==> config.mk <==
export PLATFORM = sky130hd
export DESIGN_NAME = rate_tick_counter_flat
export DESIGN_NICKNAME = d
export VERILOG_FILES = /design/src/rtl/rate_tick_counter_pkg.sv /design/src/rtl/rate_tick_counter_if.sv /design/src/rtl/rate_tick_counter_divider.sv /design/src/rtl/rate_tick_counter.sv /design/src/flat_wrapper.sv
export SDC_FILE = /design/constraint.sdc
export NUM_CORES = 1
export LEC_CHECK = 0
export CAP_MARGIN = 15
export CORE_UTILIZATION = 37
export DETAILED_ROUTE_END_ITERATION = 10
export GPL_ROUTABILITY_DRIVEN = 0
export SYNTH_ARGS = -nofsm -noshare
export SYNTH_HDL_FRONTEND = slang
export SYNTH_SLANG_ARGS = --single-unit
==> constraint.sdc <==
create_clock -name i_clk -period 2.8 [get_ports i_clk]
set_input_delay 0.56 -clock i_clk [delete_from_list [all_inputs] [get_ports i_clk]]
set_output_delay 0.56 -clock i_clk [all_outputs]
set_load 0.1 [all_outputs]
==> src/rtl/rate_tick_counter_pkg.sv <==
// Shared types and helpers for the programmable-rate tick counter.
package rate_tick_pkg;

  typedef enum logic [1:0] {
    ST_IDLE  = 2'd0,
    ST_RUN   = 2'd1,
    ST_PAUSE = 2'd2
  } state_e;

  // Clocks per tick for a given speed; only ever evaluated at elaboration.
  function automatic int unsigned period_for(input int unsigned base,
                                             input int unsigned speed,
                                             input logic        slow);
    int unsigned p;
    if (speed == 32'd0) begin
      p = base;
    end else if (slow) begin
      p = base * speed;
    end else begin
      p = base / speed;
    end
    if (p == 32'd0) begin
      p = 32'd1;
    end else begin
      p = p;
    end
    return p;
  endfunction

endpackage

==> src/rtl/rate_tick_counter_if.sv <==
// Control/status bundle of rate_tick_counter. With COUNT_DOWN_EN defined the
// bundle carries the extra i_dir direction input.
interface rate_tick_counter_if #(
  parameter int unsigned CNT_W     = 4,
  parameter int unsigned MAX_SPEED = 8
);
  localparam int unsigned SPD_W = $clog2(MAX_SPEED + 1);

  logic             i_start;
  logic             i_pause;
  logic             i_stop;
  logic             i_speed_up;
  logic             i_speed_dn;
  logic             i_slow;
`ifdef COUNT_DOWN_EN
  logic             i_dir;
`endif
  logic [CNT_W-1:0] o_count;
  logic             o_tick;
  logic             o_wrap;
  logic [SPD_W-1:0] o_speed;
  logic [1:0]       o_state;

  modport master (
    output i_start, i_pause, i_stop, i_speed_up, i_speed_dn, i_slow,
`ifdef COUNT_DOWN_EN
    output i_dir,
`endif
    input  o_count, o_tick, o_wrap, o_speed, o_state
  );

  modport slave (
    input  i_start, i_pause, i_stop, i_speed_up, i_speed_dn, i_slow,
`ifdef COUNT_DOWN_EN
    input  i_dir,
`endif
    output o_count, o_tick, o_wrap, o_speed, o_state
  );

endinterface

==> src/rtl/rate_tick_counter_divider.sv <==
// Period divider: constant period table, restart on speed/mode change and
// expiry strobe. A config change is seen one cycle after it lands and clears
// the divider without a tick, so a shorter period can never be overshot.
module rate_divider
  import rate_tick_pkg::*;
#(
  parameter int unsigned BASE_PERIOD = 100000,
  parameter int unsigned MAX_SPEED   = 8,
  localparam int unsigned SPD_W      = $clog2(MAX_SPEED + 1)
) (
  input  logic             i_clk,
  input  logic             i_rst,
  input  logic [SPD_W-1:0] speed_i,
  input  logic             slow_i,
  input  logic             run_i,
  input  logic             clr_i,
  output logic             expire_o
);

  localparam int unsigned DIV_W = $clog2(BASE_PERIOD * MAX_SPEED + 1);

  logic [DIV_W-1:0] fast_last_s [MAX_SPEED+1];
  logic [DIV_W-1:0] slow_last_s [MAX_SPEED+1];

  for (genvar s = 0; s <= MAX_SPEED; s++) begin : g_tbl
    assign fast_last_s[s] = DIV_W'(period_for(BASE_PERIOD, s, 1'b0) - 32'd1);
    assign slow_last_s[s] = DIV_W'(period_for(BASE_PERIOD, s, 1'b1) - 32'd1);
  end

  logic [DIV_W-1:0] div_q, div_d;
  logic [SPD_W-1:0] speed_prev_q;
  logic             slow_q, slow_prev_q;
  logic [DIV_W-1:0] last_s;
  logic             cfg_chg_s, at_last_s, expire_s;

  always_comb begin
    cfg_chg_s = (speed_i != speed_prev_q) || (slow_q != slow_prev_q);
    last_s    = slow_q ? slow_last_s[speed_i] : fast_last_s[speed_i];
    at_last_s = (div_q == last_s);
    expire_s  = run_i && !cfg_chg_s && at_last_s;
    div_d     = div_q;
    if (clr_i || cfg_chg_s) begin
      div_d = {DIV_W{1'b0}};
    end else if (run_i) begin
      if (at_last_s) begin
        div_d = {DIV_W{1'b0}};
      end else begin
        div_d = div_q + DIV_W'(1'b1);
      end
    end else begin
      div_d = div_q;
    end
  end

  always_ff @(posedge i_clk) begin
    if (i_rst) begin
      div_q        <= {DIV_W{1'b0}};
      speed_prev_q <= SPD_W'(1'b1);
      slow_q       <= 1'b0;
      slow_prev_q  <= 1'b0;
    end else begin
      div_q        <= div_d;
      speed_prev_q <= speed_i;
      slow_q       <= slow_i;
      slow_prev_q  <= slow_q;
    end
  end

  assign expire_o = expire_s;

endmodule

==> src/rtl/rate_tick_counter.sv <==
// Programmable-rate tick counter: run/pause/stop FSM, saturating speed
// register and tick counter. COUNT_DOWN_EN adds down-counting via i_dir.
module rate_tick_counter
  import rate_tick_pkg::*;
#(
  parameter int unsigned BASE_PERIOD = 100000,
  parameter int unsigned CNT_W       = 4,
  parameter int unsigned MAX_SPEED   = 8
) (
  input  logic                i_clk,
  input  logic                i_rst,
  rate_tick_counter_if.slave  ctl
);

  localparam int unsigned       SPD_W   = $clog2(MAX_SPEED + 1);
  localparam logic [SPD_W-1:0]  SPD_MIN = SPD_W'(1);
  localparam logic [SPD_W-1:0]  SPD_MAX = SPD_W'(MAX_SPEED);
  localparam logic [CNT_W-1:0]  CNT_MAX = {CNT_W{1'b1}};

  state_e           state_q;
  logic [SPD_W-1:0] speed_q, speed_d;
  logic [CNT_W-1:0] count_q, count_d;
  logic             tick_q, tick_d;
  logic             wrap_q, wrap_d;
  logic             run_s, expire_s, dir_s;

  // Divider only advances while RUN is kept; pause/stop freeze or clear it.
  assign run_s = (state_q == ST_RUN) && !ctl.i_stop && !ctl.i_pause;

`ifdef COUNT_DOWN_EN
  assign dir_s = ctl.i_dir;
`else
  assign dir_s = 1'b0;
`endif

  rate_divider #(
    .BASE_PERIOD (BASE_PERIOD),
    .MAX_SPEED   (MAX_SPEED)
  ) u_div (
    .i_clk    (i_clk),
    .i_rst    (i_rst),
    .speed_i  (speed_q),
    .slow_i   (ctl.i_slow),
    .run_i    (run_s),
    .clr_i    (ctl.i_stop),
    .expire_o (expire_s)
  );

  always_comb begin
    speed_d = speed_q;
    if (ctl.i_speed_up && !ctl.i_speed_dn) begin
      if (speed_q != SPD_MAX) begin
        speed_d = speed_q + SPD_W'(1'b1);
      end else begin
        speed_d = speed_q;
      end
    end else if (ctl.i_speed_dn && !ctl.i_speed_up) begin
      if (speed_q != SPD_MIN) begin
        speed_d = speed_q - SPD_W'(1'b1);
      end else begin
        speed_d = speed_q;
      end
    end else begin
      speed_d = speed_q;
    end
  end

  always_comb begin
    count_d = count_q;
    wrap_d  = 1'b0;
    tick_d  = expire_s;
    if (ctl.i_stop) begin
      count_d = {CNT_W{1'b0}};
    end else if (expire_s) begin
      if (dir_s) begin
        count_d = count_q - CNT_W'(1'b1);
        wrap_d  = (count_q == {CNT_W{1'b0}});
      end else begin
        count_d = count_q + CNT_W'(1'b1);
        wrap_d  = (count_q == CNT_MAX);
      end
    end else begin
      count_d = count_q;
    end
  end

  // Command priority is stop > pause > start, also outside RUN.
  always_ff @(posedge i_clk) begin
    if (i_rst) begin
      state_q <= ST_IDLE;
    end else begin
      case (state_q)
        ST_IDLE: begin
          if (!ctl.i_stop && !ctl.i_pause && ctl.i_start) state_q <= ST_RUN;
          else                                             state_q <= ST_IDLE;
        end
        ST_RUN: begin
          if (ctl.i_stop)       state_q <= ST_IDLE;
          else if (ctl.i_pause) state_q <= ST_PAUSE;
          else                  state_q <= ST_RUN;
        end
        ST_PAUSE: begin
          if (ctl.i_stop)                          state_q <= ST_IDLE;
          else if (!ctl.i_pause && ctl.i_start)    state_q <= ST_RUN;
          else                                     state_q <= ST_PAUSE;
        end
        default: state_q <= ST_IDLE;
      endcase
    end
  end

  always_ff @(posedge i_clk) begin
    if (i_rst) begin
      speed_q <= SPD_MIN;
      count_q <= {CNT_W{1'b0}};
      tick_q  <= 1'b0;
      wrap_q  <= 1'b0;
    end else begin
      speed_q <= speed_d;
      count_q <= count_d;
      tick_q  <= tick_d;
      wrap_q  <= wrap_d;
    end
  end

  assign ctl.o_count = count_q;
  assign ctl.o_tick  = tick_q;
  assign ctl.o_wrap  = wrap_q;
  assign ctl.o_speed = speed_q;
  assign ctl.o_state = state_q;

endmodule

==> src/flat_wrapper.sv <==
// flat-port wrapper written by rule: the top's interface ports become plain ports
module rate_tick_counter_flat import rate_tick_pkg::*;
#(
  parameter int unsigned BASE_PERIOD = 100000,
  parameter int unsigned CNT_W       = 4,
  parameter int unsigned MAX_SPEED   = 8
)
  (i_clk, i_rst, ctl_i_start, ctl_i_pause, ctl_i_stop, ctl_i_speed_up, ctl_i_speed_dn, ctl_i_slow, ctl_o_count, ctl_o_tick, ctl_o_wrap, ctl_o_speed, ctl_o_state);
  rate_tick_counter_if #(.CNT_W(CNT_W), .MAX_SPEED(MAX_SPEED)) ctl_i ();
  input  logic i_clk;
  input  logic i_rst;
  input wire logic [$bits(ctl_i.i_start)-1:0] ctl_i_start;
  input wire logic [$bits(ctl_i.i_pause)-1:0] ctl_i_pause;
  input wire logic [$bits(ctl_i.i_stop)-1:0] ctl_i_stop;
  input wire logic [$bits(ctl_i.i_speed_up)-1:0] ctl_i_speed_up;
  input wire logic [$bits(ctl_i.i_speed_dn)-1:0] ctl_i_speed_dn;
  input wire logic [$bits(ctl_i.i_slow)-1:0] ctl_i_slow;
  output wire logic [$bits(ctl_i.o_count)-1:0] ctl_o_count;
  output wire logic [$bits(ctl_i.o_tick)-1:0] ctl_o_tick;
  output wire logic [$bits(ctl_i.o_wrap)-1:0] ctl_o_wrap;
  output wire logic [$bits(ctl_i.o_speed)-1:0] ctl_o_speed;
  output wire logic [$bits(ctl_i.o_state)-1:0] ctl_o_state;
  assign ctl_i.i_start = ctl_i_start;
  assign ctl_i.i_pause = ctl_i_pause;
  assign ctl_i.i_stop = ctl_i_stop;
  assign ctl_i.i_speed_up = ctl_i_speed_up;
  assign ctl_i.i_speed_dn = ctl_i_speed_dn;
  assign ctl_i.i_slow = ctl_i_slow;
  assign ctl_o_count = ctl_i.o_count;
  assign ctl_o_tick = ctl_i.o_tick;
  assign ctl_o_wrap = ctl_i.o_wrap;
  assign ctl_o_speed = ctl_i.o_speed;
  assign ctl_o_state = ctl_i.o_state;
  rate_tick_counter #(.BASE_PERIOD(BASE_PERIOD), .CNT_W(CNT_W), .MAX_SPEED(MAX_SPEED)) u_core (.i_clk(i_clk), .i_rst(i_rst), .ctl(ctl_i));
endmodule
==> results.cfg, run 1 <==
[drt]
wl_per_cell_um = 15.0
drc_errors = 0
viasPerCell = 5.43
dr.pass1.iters = 4
ant_nets = 0
wirelength_um = 7370
drt_iter0_markers = 195
via_count = 2662

[timing]
fmax_ghz = 0.368
skew_ns = 0.00821
tightest_slew_ns = 0.602
hold_viol_final = 0
fin_crit_ns = 2.71
period_share_pct = 97.0
setup_viol = 0
hold_ws_ns = 0.491
rsz0062_at_grt = false
slew_headroom_pct = 59.6
fin_setup_tns_ns = 0
slew_violations = 0

[cts]
insertion_delay_ns = 0.30
cts.repair.resized = 0
root_buffer = clkbuf_8
clockBufferDepth = 2
hold_buffers = 0
cts_tree = done
cts_buffers = 5
cts.sinks = 38
cts_setup_buffers = 0
cts.clk_slew.worst_paths_ns = 0.09
htree_levels = 2

[yosys]
synth_edf_count = 0
synth.area.top_cells = dfxtp_1, xnor2_1, nor3_1
synth_common_cells = dfxtp_1, nor2_1, nand2_1, nor3_1, xnor2_1
yosysMostFrequentCell = dfxtp_1
syn_area_um2 = 2830
ys_warn_count = 0
synth.distinct_cells = 67
synth.top_cell.area_share_pct = 26.9
avgSynthCellArea_um2 = 7.96
yosys.area.top_type = dfxtp_1
ys.flop_type = dfxtp_1
ys_seq_area_share_pct = 26.9
netlist_instances = 355
synthArstFlopShare_pct = 0
syn-num-nets = 374
synth_seq_cells = 38

[global_routing]
antenna_found_initial = 0
grt_max_degree = 19
grt_pass1_wl_um = 12100
grt_use_total_pct = 19.7
overflow = 0
grt_pass1_vias = 2468

[floorplanning]
pin_count = 20
core_area_um2 = 7330
die_h_um = 89.4
dieArea_um2 = 7990
die_x_um = 89.4
rows = 31
initial_utilization_pct = 38.5

[place]
dpl.hpwl_um = 5570
placed_cell_area_um2 = 3280
port_buffers = 19

[layout]
fin_area_um2 = 3460
n_fill_cell = 714
nets = 409
antenna_cells = 0
drive_gt1_share_pct = 23.3
syn_to_final_growth_pct = 22.4

[outcome]
outcome = finished clean

[critical_path]
path_cells = buf_4 -> ha_1 -> inv_1 -> mux4_2 -> xor2_1 -> o21ai_0 -> o21ai_1 -> nor4_1 -> mux2i_1
start_kind = flop
path_class = reg -> reg
crit_arrival_ns = 2.95
worstPathMaxFanout = 6
cp_slowest_stage_delay_ns = 0.52
regToRegSetupSlack_ns = 0.09
cp_slowest_cell = mux4_2
worstPathRequired_ns = 3.04
cp-end-kind = flop

[power_and_ir_drop]
powerDensity_nw_per_um2 = 445
p_leak_nw = 1.21
power.total_w = 0.00154
worst_ir_drop_vdd_uv = 300

[flow_run]
drv_cap = 0

[min_path]
hold_class = reg -> reg
-- sequential cells by signal (all words and copies together) (netlist names) --
register	count
u_core.ctl.o_wrap	1
u_core.u_div.speed_prev_q	4
u_core.u_div.slow_q	1
u_core.ctl.o_count	4
u_core.ctl.o_tick	1
u_core.ctl.o_state	2
u_core.u_div.slow_prev_q	1
u_core.u_div.div_q	20
u_core.ctl.o_speed	4
-- cell type report --
| cell class | count | area [um2] | area share (%) |
|---|---|---|---|
| multi-input cells | 282 | 1990 | 57.4 |
| clock buffers | 5 | 68.8 | 1.99 |
| repair buffers | 49 | 402 | 11.6 |
| well taps | 99 | 124 | 3.58 |
| clock inverters | 3 | 43.8 | 1.27 |
| inverters | 14 | 60.1 | 1.74 |
| flip-flops and latches | 38 | 773 | 22.4 |
-- power by group --
part | internal (W) | total [W] | switching [W]
logic | 0.000192 | 0.000476 | 0.000284
clock network | 0.000266 | 0.000486 | 0.000220
registers | 0.000555 | 0.000578 | 0.0000236
-- per-layer routing --
metal,vias up,part of all wire [%],GRT usage [%]
met4,0,0.94,5.77
met5,-,0,0
met1,1237,48,27.3
met3,9,5.1,3.88
li1,1353,-,-
met2,63,46,30.9
-- path summary, 6_finish.rpt --
| check | startpoint | endpoint | cells past startpoint |
|---|---|---|---|
| min | u_core.ctl.o_count[3] | u_core.ctl.o_count[3] | 2 |
| max reg2reg | u_core.ctl.o_speed[0] | u_core.ctl.o_count[3] | 9 |
| max | u_core.ctl.o_speed[0] | u_core.ctl.o_count[3] | 9 |
| min reg2reg | u_core.ctl.o_count[3] | u_core.ctl.o_count[3] | 2 |
-- logic make-up after synthesis --
| group | after synthesis | share of synthesized area (%) |
|---|---|---|
| AOI/OAI and AO/OA | 64 | 15.2 |
| xor gates and xnor gates | 31 | 9.61 |
| adders and majority gates | 11 | 4.87 |
| buffers and inverters | 35 | 5.67 |
| DFF | 38 | 26.9 |
| muxes | 11 | 5.14 |
| and+or+nand+nor | 165 | 32.6 |
-- through the flow --
stage                     setup WS, ns  utilization (%)  cells
after floorplan                -0.0584                -    355
after global placement         -0.0447             44.8    482
after detailed placement       -0.0732             44.8    482
after CTS                       0.0455             46.3    490
after global routing           0.00142             47.2    490
final                           0.0852             47.2    490
-- cell usage in the layout, fill, tap and decap left out, drive strengths merged, types with 4 or more instances in the layout --
cell and n:
a211oi 6, a21oi 16, a31oi 4, and2 5
buf 42, clkbuf 5, clkdlybuf4s50 7, dfxtp 38
ha 11, inv 15, mux2i 7, nand2 28
nand2b 4, nand3 13, nand4 8, nor2 31
nor2b 7, nor3 29, nor3b 6, nor4 7
o21ai 13, o311ai 4, or2 4, or3 4
or4 4, xnor2 19, xor2 12
-- critical path, delay by kind of cell (launching register included) --
kind | cells | cell delay, ns
AO/OA/AOI/OAI | 2 | 0.57
XOR/XNOR | 1 | 0.16
adder cells (fa/ha/maj) | 1 | 0.19
buffers and inverters | 2 | 0.21
flip-flops | 1 | 0.39
multiplexers | 2 | 0.74
AND/OR/NAND/NOR | 1 | 0.41
Power figures use the tool's default switching activity.
==> inputs of run 2 (changes only) <==
--- a/config.mk
+++ b/config.mk
@@ -5,6 +5,7 @@
 export SDC_FILE = /design/constraint.sdc
 export NUM_CORES = 1
 export LEC_CHECK = 0
+export ABC_AREA = 1
 export CAP_MARGIN = 15
 export CORE_UTILIZATION = 37
 export DETAILED_ROUTE_END_ITERATION = 10
==> run 2 against run 1 <==
Area after synthesis is 2.0% lower; highest routed layer unchanged; total power decreased by 11%; global-route usage is 1.1 points higher.
==> results.cfg, run 2 <==
[global_routing]
antenna_found_initial = 0
grt_use_total_pct = 20.7
grt_pass1_wl_um = 12300
grt_pass1_vias = 2606
grt_max_degree = 19
overflow = 0

[critical_path]
crit_buf_inv = 3
cpMostUsedCell = nand2_1
worstPathMaxFanout = 18
start_kind = flop
path_cells = inv_1 -> ha_1 -> inv_1 -> nand2_1 -> nand2_1 -> nand3_1 -> nand2_1 -> inv_1 -> nand2_1 -> nor2_1 -> nand2_1 -> nor2_4 -> nand3_2 -> nand2_4 -> nor2_1
cp.depth = 15
r2r_start = u_core.ctl.o_speed[0]
path_class = reg -> reg
cp_slowest_stage_delay_ns = 0.47
cp_slowest_cell = dfxtp_2
cp-end-kind = flop
reg2reg_depth = 15
reg2reg_to = u_core.u_div.div_q[18]
cp-startpoint = u_core.ctl.o_speed[0]
regToRegSetupSlack_ns = 0.34
crit_arrival_ns = 2.65
endpoint = u_core.u_div.div_q[18]
critPathTopFamily = simple AND/OR/NAND/NOR gates
worstPathRequired_ns = 2.98

[power_and_ir_drop]
p_seq_share_pct = 41.4
worst_ir_drop_vdd_uv = 178
swShare_pct = 36.7
p_sw_w = 0.000505
p_leak_nw = 1.35
comb_power_share_pct = 29.1
clkPwrFrac_pct = 29.5
powerDensity_nw_per_um2 = 444
internal_power_w = 0.000872

[yosys]
ys.flop_type = dfxtp_1
synth.top_cell.area_share_pct = 27.5
yosys.area.top_type = dfxtp_1
netlist_instances = 454
synth.distinct_cells = 29
synth_common_cells = nand2_1, nor2_1, nand3_1
synth.area.top_cells = dfxtp_1, nand2_1, nand3_1
syn-num-nets = 473
syn_area_um2 = 2770
avgSynthCellArea_um2 = 6.10
synth_seq_cells = 38
ys_seq_area_share_pct = 27.5
synth_edf_count = 0
ys_warn_count = 0
yosysMostFrequentCell = nand2_1
synthArstFlopShare_pct = 0

[cts]
clockBufferDepth = 2
root_buffer = clkbuf_8
cts_tree = done
insertion_delay_ns = 0.29
cts_setup_buffers = 0
cts.sinks = 38
cts_buffers = 5
cts.repair.resized = 0
htree_levels = 2
hold_buffers = 0
cts.clk_slew.worst_paths_ns = 0.08

[place]
dpl.hpwl_um = 5930
post-place-ws_ns = 0.238
port_buffers = 19

[floorplanning]
dieArea_um2 = 7830
initial_utilization_pct = 38.2
pin_count = 20
core_area_um2 = 7250
die_x_um = 88.5
die_h_um = 88.5
rows = 31

[layout]
nets = 494
largest-register = u_core.u_div.div_q
layout_common_cells = nand2_1, nor2_1, nand3_1, inv_1, dfxtp_1
final_common_cell = nand2_1
syn_to_final_growth_pct = 12.1
drive_gt1_share_pct = 9.45
antenna_cells = 0
postLayoutCoreUtil_pct = 42.8
largest_register_ffs = 20

[timing]
hold_viol_final = 0
fin_setup_tns_ns = 0
setup_ws_ns = 0.336
slew_violations = 0
slew_headroom_pct = 67.0
setup_viol = 0
fin_crit_ns = 2.46
rsz0062_at_grt = false
fmax_ghz = 0.406
tightest_slew_ns = 0.494
skew_ns = 0.00812
period_share_pct = 88.0

[drt]
via_count = 2868
dr.pass1.iters = 5
ant_nets = 0
viasPerCell = 4.99
wl_per_cell_um = 13.0
wirelength_um = 7480
drc_errors = 0
drt_iter0_markers = 209

[min_path]
hold_depth = 2
hold_class = reg -> reg

[flow_run]
drv_cap = 0

[outcome]
outcome = finished clean
run 2: changes by cell type in the layout (fill, tap and decap cells not counted), moves of 5 or more:
cell | before | now
nand4_1 | 8 | 14
buf_4 | 40 | 16
xnor2_1 | 19 | 1
mux2i_1 | 7 | 0
nor2b_1 | 7 | 0
nor2_1 | 30 | 74
ha_1 | 6 | 11
inv_1 | 10 | 50
nor3_1 | 28 | 6
and2_1 | 5 | 0
nand3_1 | 12 | 59
nand2_1 | 28 | 134
run 2: tightest hold or removal path, delay by kind of cell (launching register included):
family,cells,cell delay [ns]
flops,1,0.33
simple gates,1,0.08
compound gates,1,0.06
run 2: layout make-up:
class                      instances  area, um2
inverter                          55        206
sequential                        38        763
tap                               99        124
clock inverter                     2       12.5
fill                             805       4150
timing repair buffer              23        190
multi-input combinational        352       1720
clock buffer                       6       82.6
run 2: power by group through the flow:
stage	registers, W	clock network, W	logic, W
6_report	0.000570	0.000406	0.000401
3_5_place_dp	0.000583	0	0.000394
3_3_place_gp	0.000582	0	0.000393
5_1_grt	0.000573	0.000439	0.000443
2_1_floorplan	0.000630	0	0.000258
4_1_cts	0.000570	0.000416	0.000397
run 2: layer usage:
metal	up-vias	GRT usage [%]	wire, um
met2	95	33.9	3330
met4	0	7.33	174
met3	14	4.66	509
li1	1485	-	-
met5	-	0	0
met1	1274	26.8	3460
run 2: cell families (layout without fill, tap and decap cells):
group	after synthesis	in the layout	synth area share [%]
simple gates	302	302	47.7
buf+inv	64	86	10.2
flops	38	38	27.5
xor+xnor	15	15	4.75
fa+ha+maj	11	11	4.97
compound gates	24	24	4.84
run 2: how the worst min path moves through the flow:
stage / start / endpoint / slack [ns]
CTS: u_core.ctl.o_state[1] / u_core.ctl.o_state[1] / 0.51
floorplan: u_core.u_div.div_q[0] / u_core.u_div.div_q[0] / 0.48
global placement: u_core.ctl.o_state[1] / u_core.ctl.o_state[1] / 0.49
finish: u_core.ctl.o_state[1] / u_core.ctl.o_state[1] / 0.51
global route: u_core.ctl.o_state[1] / u_core.ctl.o_state[1] / 0.53
detailed placement: u_core.ctl.o_state[1] / u_core.ctl.o_state[1] / 0.50
run 2: stage by stage:
step | area [um2] | instances | hold WS [ns] | total power (W)
6_report | 3100 | 575 | 0.506 | 0.00138
2_1_floorplan | 2770 | 454 | 0.483 | 0.000888
3_5_place_dp | 3010 | 567 | 0.501 | 0.000977
3_3_place_gp | 3010 | 567 | 0.490 | 0.000974
5_1_grt | 3100 | 575 | 0.533 | 0.00146
4_1_cts | 3100 | 575 | 0.513 | 0.00138
